==> src/rtl/ltl_report_collector.sv <==
// Turns rising LTL violation flags into timestamped reports, one per property,
// serialized lowest-index-first into a first-word-fall-through report FIFO.
module ltl_report_collector #(
    parameter int NUM_PROPS = 9,
    parameter int DEPTH     = 8,
    parameter int TS_W      = 16,
    parameter int ID_W      = $clog2(NUM_PROPS)
) (
    input  logic                   clk,
    input  logic                   reset,
    input  logic                   run,
    input  logic [NUM_PROPS-1:0]   ltl_in,
    output logic                   rpt_valid,
    input  logic                   rpt_ready,
    output logic [ID_W-1:0]        rpt_id,
    output logic [TS_W-1:0]        rpt_ts,
    output logic [$clog2(DEPTH):0] rpt_count,
    output logic                   rpt_overflow,
    input  logic                   overflow_clr
);
    localparam int AW = $clog2(DEPTH);

    logic [TS_W-1:0]      ts_q;
    logic [NUM_PROPS-1:0] prev_q, pend_q, pend_d;
    logic [NUM_PROPS-1:0] ev, clr_vec, collide;
    logic [TS_W-1:0]      pend_ts_q [NUM_PROPS];
    logic [ID_W-1:0]      mem_id_q [DEPTH];
    logic [TS_W-1:0]      mem_ts_q [DEPTH];
    logic [AW-1:0]        wr_ptr_q, rd_ptr_q;
    logic [AW:0]          count_q, count_d;
    logic                 ovf_q, ovf_d;
    logic                 push, pop, found;
    logic [ID_W-1:0]      sel_id;

    assign ev   = run ? (ltl_in & ~prev_q) : '0;
    assign pop  = (count_q != '0) && rpt_ready;
    // Fullness is judged before the same-cycle pop, so a full FIFO never pushes.
    assign push = (|pend_q) && (count_q < (AW+1)'(DEPTH));

    always_comb begin
        sel_id  = '0;
        clr_vec = '0;
        found   = 1'b0;
        for (int p = 0; p < NUM_PROPS; p++) begin
            if (pend_q[p] && !found) begin
                found      = 1'b1;
                sel_id     = ID_W'(p);
                clr_vec[p] = push;
            end
        end
    end

    // A bit being drained this cycle can take a new event without colliding.
    assign collide = ev & pend_q & ~clr_vec;
    assign pend_d  = (pend_q & ~clr_vec) | ev;
    assign ovf_d   = (|collide) ? 1'b1 : (overflow_clr ? 1'b0 : ovf_q);

    always_comb begin
        count_d = count_q;
        case ({push, pop})
            2'b10:   count_d = count_q + (AW+1)'(1);
            2'b01:   count_d = count_q - (AW+1)'(1);
            default: count_d = count_q;
        endcase
    end

    always_ff @(posedge clk or negedge reset) begin
        if (!reset) begin
            ts_q     <= '0;
            prev_q   <= '0;
            pend_q   <= '0;
            wr_ptr_q <= '0;
            rd_ptr_q <= '0;
            count_q  <= '0;
            ovf_q    <= 1'b0;
            for (int p = 0; p < NUM_PROPS; p++) pend_ts_q[p] <= '0;
        end else begin
            if (run) ts_q <= ts_q + TS_W'(1);
            prev_q  <= ltl_in;
            pend_q  <= pend_d;
            count_q <= count_d;
            ovf_q   <= ovf_d;
            if (push) wr_ptr_q <= wr_ptr_q + AW'(1);
            if (pop)  rd_ptr_q <= rd_ptr_q + AW'(1);
            for (int p = 0; p < NUM_PROPS; p++) begin
                if (ev[p] && !collide[p]) pend_ts_q[p] <= ts_q;
            end
        end
    end

    // Storage needs no reset: the head is masked whenever the FIFO is empty.
    always_ff @(posedge clk) begin
        if (push) begin
            mem_id_q[wr_ptr_q] <= sel_id;
            mem_ts_q[wr_ptr_q] <= pend_ts_q[sel_id];
        end
    end

    assign rpt_valid    = (count_q != '0);
    assign rpt_id       = rpt_valid ? mem_id_q[rd_ptr_q] : '0;
    assign rpt_ts       = rpt_valid ? mem_ts_q[rd_ptr_q] : '0;
    assign rpt_count    = count_q;
    assign rpt_overflow = ovf_q;
endmodule

==> config.mk <==
export PLATFORM = sky130hd
export DESIGN_NAME = ltl_report_collector
export DESIGN_NICKNAME = d
export VERILOG_FILES = /design/src/rtl/ltl_report_collector.sv
export SDC_FILE = /design/constraint.sdc
export NUM_CORES = 1
export LEC_CHECK = 0
export CAP_MARGIN = 20
export CELL_PAD_IN_SITES_DETAIL_PLACEMENT = 0
export CELL_PAD_IN_SITES_GLOBAL_PLACEMENT = 1
export CORE_ASPECT_RATIO = 1.5
export CORE_MARGIN = 2
export CORE_UTILIZATION = 47
export CTS_CLUSTER_DIAMETER = 50
export DETAILED_ROUTE_END_ITERATION = 8
export DONT_BUFFER_PORTS = 1
export HOLD_SLACK_MARGIN = 0.12
export PLACE_DENSITY_LB_ADDON = 0.1
export SYNTH_ARGS = -nofsm -noshare
export SYNTH_HDL_FRONTEND = slang
export SYNTH_SLANG_ARGS = --single-unit
==> constraint.sdc <==
create_clock -name clk -period 4 [get_ports clk]
set_clock_uncertainty 0.05 [all_clocks]
set_input_delay 0.8 -clock clk [delete_from_list [all_inputs] [get_ports clk]]
set_output_delay 0.8 -clock clk [all_outputs]
set_load 0.02 [all_outputs]
==> flow_summary_export.csv <==
group,metric,value,unit
run_status,run_status,"complete, but fails checks",
run_status,violations_in_the_final_reports,"negative hold slack",
clock_network,cts_inserted_buffers,35,
synth,synth_area_per_cell,14.4,um^2
drt,drt-total-wl,34.9,mm
synth,yosysWarnings,0,
die,ioPinCount,40,
placement,dp.final_hpwl,19.7,mm
synth,most_common_cell_in_the_netlist,"sky130_fd_sc_hd__dfrtp_1",
die,std_cell_rows,80,
clock_network,clockRootBuffer,"sky130_fd_sc_hd__clkbuf_16",
synth,netlist-cell-type-count,57,
placement,post_dp_cell_area,15600,um^2
clock_network,reg_clk_slew_reported_paths,0.06,ns
placement,port-buffer-count,0,
sta,fmaxAchievable,300,MHz
synth,area_share_of_and_or_nand_nor_cells_after_synthesis,0.0787,
die,floorplan.initialDensity,0.475,
synth,synthAdderAreaFrac,0.00631,
sta,timing.final.crit_period,3.33,ns
worst_setup_path,type_of_the_worst_setup_path,"flop to output pin",
drt,dr_total_vias,8522,
worst_setup_path,path_cells,"buf_12 > mux4_2 > mux2i_1 > nor2_1",
drt,remaining_drc_errors,0,
power,p_sw,4.23,mW
worst_setup_path,cp_slowest_stage_delay,0.79,ns
drt,routedLengthMet1,14.3,mm
clock_network,htree_levels,2,
global_routing,wire_length_of_the_first_global_routing_pass,53.7,mm
die,floorplan.core_area,31700,um^2
worst_setup_path,setup.worst_path.end_class,"output pin",
cells_and_area,final_nets,1056,
cells_and_area,post_route_cells_drive_above_1_share,0.273,
sta,slew-limit-headroom,0.391,
sta,tns,0,ns
drt,drt-wirelength-per-cell,23.7,um
global_routing,first_global_vias,8962,
sta,timing.final.setup_violations,0,
synth,asyncSetResetFlopFracSynth,0.542,
worst_setup_path,cp.buffers_inverters,1,
synth,synth.cell_area,15100,um^2
power,ir_drop,436,uV
synth,combinational_family_with_the_most_area_after_synthesis,"multiplexers",
worst_setup_path,largest_delay_share_family_worst_path,"flip-flops",
global_routing,grt.overflow.total,0,
synth,synth_mux_area_frac,0.194,
cells_and_area,layout.cell_area.non_filler,16700,um^2
cells_and_area,layout.filler_cells,2719,
global_routing,grt_max_degree,190,
worst_setup_path,worst_setup_path_start_kind,"flop",
drt,drt_iter0_drc,486,
min_path,timing.hold.worst.class,"primary input to asynchronous set/reset pin",
power,p_seq_frac,0.431,
synth,netlist.top_cell.by_area,"sky130_fd_sc_hd__edfxtp_1",
clock_network,cts-root-to-sink-buffers,3,
worst_setup_path,critPathRequiredTime,3.15,ns
cells_and_area,finalNonFillerCells,1470,
synth,synth-compound-area-share,0.0495,
synth,synth_top_cell_area_share,0.319,
synth,synth_ff_type,"sky130_fd_sc_hd__dfrtp_1",
drt,met2WireLength,18.6,mm
clock_network,clock_insertion_delay_worst_skew,0.54,ns
synth,yosys_register_bits,349,
drt,via_per_inst,5.80,
synth,postSynthNetCount,1068,
drt,met3RoutedLength,1.01,mm
drt,postRouteAntennaNets,0,
drt,drt_pre_antenna_iters,4,
sta,whs,-0.0864,ns
power,cellLeakagePower,6.67,nW
sta,timing.final.hold_violations,105,
synth,list_of_most_frequent_post_synthesis_cells,"sky130_fd_sc_hd__dfrtp_1, sky130_fd_sc_hd__edfxtp_1, sky130_fd_sc_hd__mux2_2",
worst_setup_path,cp_depth,4,
power,share_of_total_power_in_the_clock_network,0.264,
power,power_per_cell_area,735,nW/um^2
synth,syn_inst,1047,
drt,dr_top_layer,"met4",
power,comb_power_share,0.304,
sta,layout_worst_path_cycle_share,0.833,
worst_setup_path,critPathMaxFanout,24,
die,die_height,223,um
die,dieWidth,150,um
power,intPower,8.01,mW
cells_and_area,areaGrowthSynthToFinish,10.5,%
worst_setup_path,worst-r2r-cell-count,6,
clock_network,tritoncts_num_sinks,349,
placement,dp.cells,1408,
synth,synth_edf_count,160,
global_routing,grt_antenna_before_repair,1,
power,p_sw_frac,0.345,
clock_network,cts_tree,"built",
placement,gp_congestion,0.716,
clock_network,cts-resized-gates,0,
synth,synth_top_cells_by_area,"sky130_fd_sc_hd__edfxtp_1, sky130_fd_sc_hd__dfrtp_1, sky130_fd_sc_hd__mux2_2",
run,max_cap_violations,0,
synth,synth_xor_xnor_area_share,0.0128,
sta,final_max_slew_viol_count,0,
worst_setup_path,cpMaxStageDelayCell,"sky130_fd_sc_hd__dfrtp_2",
synth,seq_area_frac_synth,0.632,
global_routing,global_route.usage.total,0.216,
clock_network,cts_setup_buffers,0,
worst_setup_path,critical_path_arrival,2.48,ns
die,fp.dieArea,33600,um^2
sta,tightestPinTransition,0.914,ns
sta,rsz0062_at_grt,"no",
==> final timing paths <==
path / end / from / slack [ns]
worst max register to register: pend_ts_q[10] / pend_q[2] / 1.00
min in group clk: prev_q[1] / ltl_in[1] / 0.24
worst min register to register: pend_ts_q[62] / pend_ts_q[62] / 0.43
max in group asynchronous: pend_ts_q[107] / reset / 3.54
worst max-delay path: rpt_ts[1] / rd_ptr_q[0] / 0.67
worst min-delay path: pend_q[4] / reset / -0.09
==> area by class of cell <==
class,count,area [um^2],share of cell area
flip-flops and latches,349,9540,0.572
clock inverters,15,160,0.00961
multi-input cells,607,5200,0.312
clock buffers,46,947,0.0568
well taps,410,513,0.0308
diodes,1,2.50,0.000150
repair buffers,32,265,0.0159
inverters,10,37.5,0.00225
==> metrics by stage <==
stage	total power [mW]	setup slack, ns	util	hold WS [ns]
2_1_floorplan	7.96	1.10	-	0.399
3_5_place_dp	9.14	0.986	0.490	0.422
4_1_cts	12.4	0.584	0.525	-0.110
6_report	12.2	0.669	0.525	-0.0864
3_3_place_gp	9.08	1.03	0.490	0.416
5_1_grt	12.9	0.474	0.525	-0.116
==> worst register-to-register path, cell delays in order, from the launching register on <==
cell and delay [ns]:
sky130_fd_sc_hd__dfrtp_1 0.57, sky130_fd_sc_hd__nor4_4 0.48, sky130_fd_sc_hd__nand2_1 0.14, sky130_fd_sc_hd__buf_4 0.21
sky130_fd_sc_hd__or4_4 0.44, sky130_fd_sc_hd__a21bo_1 0.54, sky130_fd_sc_hd__mux2_4 0.44
==> sequential cells by signal (all words and copies together) (netlist names) <==
signal	cells
mem_id_q	32
mem_ts_q	128
pend_q	9
pend_ts_q	144
prev_q	9
rd_ptr_q	3
rpt_count	4
rpt_overflow	1
ts_q	16
wr_ptr_q	3
==> cells in the final DEF (no fill, tap or decap), types with 3 or more instances in the layout <==
cell type	netlist	final
sky130_fd_sc_hd__nor2_1	34	28
sky130_fd_sc_hd__dfrtp_1	189	188
sky130_fd_sc_hd__inv_1	9	9
sky130_fd_sc_hd__a21oi_1	34	34
sky130_fd_sc_hd__nand4_1	5	5
sky130_fd_sc_hd__clkinv_2	0	5
sky130_fd_sc_hd__nor2_2	1	7
sky130_fd_sc_hd__mux2i_1	37	37
sky130_fd_sc_hd__nand2_1	65	65
sky130_fd_sc_hd__and4_1	4	4
sky130_fd_sc_hd__clkbuf_8	0	3
sky130_fd_sc_hd__mux2_2	131	131
sky130_fd_sc_hd__bufinv_16	0	3
sky130_fd_sc_hd__ha_1	6	6
sky130_fd_sc_hd__clkbuf_1	49	8
sky130_fd_sc_hd__and3b_1	4	4
sky130_fd_sc_hd__o21ai_0	57	56
sky130_fd_sc_hd__o21ai_1	2	3
sky130_fd_sc_hd__mux4_2	40	40
sky130_fd_sc_hd__buf_4	1	30
sky130_fd_sc_hd__clkinv_1	0	3
sky130_fd_sc_hd__edfxtp_1	160	160
sky130_fd_sc_hd__mux2_1	3	3
sky130_fd_sc_hd__or4_1	16	16
sky130_fd_sc_hd__xnor2_1	16	16
sky130_fd_sc_hd__clkbuf_16	0	35
sky130_fd_sc_hd__nand3_1	68	68
sky130_fd_sc_hd__nand3b_1	5	5
sky130_fd_sc_hd__mux2_4	10	10
sky130_fd_sc_hd__a31oi_1	16	16
sky130_fd_sc_hd__xor2_1	6	6
sky130_fd_sc_hd__inv_6	0	3
sky130_fd_sc_hd__nand2b_1	9	9
==> routing by layer <==
metal,vias to the layer above,GRT usage
met2,130,0.395
met5,-,0
met1,4454,0.263
met3,61,0.0290
met4,0,0.0688
li1,3877,-
==> power by group through the flow <==
stage               sequential [mW]  combinational (mW)  clock (mW)
floorplan                      5.08                2.88           0
global placement               5.33                3.75           0
detailed placement             5.36                3.78           0
CTS                            5.29                3.79        3.32
global route                   5.38                4.06        3.42
finish                         5.28                3.73        3.24
==> kinds of logic (layout without fill, tap and decap cells) <==
logic type | Yosys count | count (layout)
buf+inv | 91 | 103
simple gates | 230 | 230
compound gates | 127 | 127
flops | 349 | 349
other cells | 0 | 1
fa+ha+maj | 7 | 7
xor+xnor | 22 | 22
mux | 221 | 221
No activity file was read; power rests on OpenSTA's default activity.
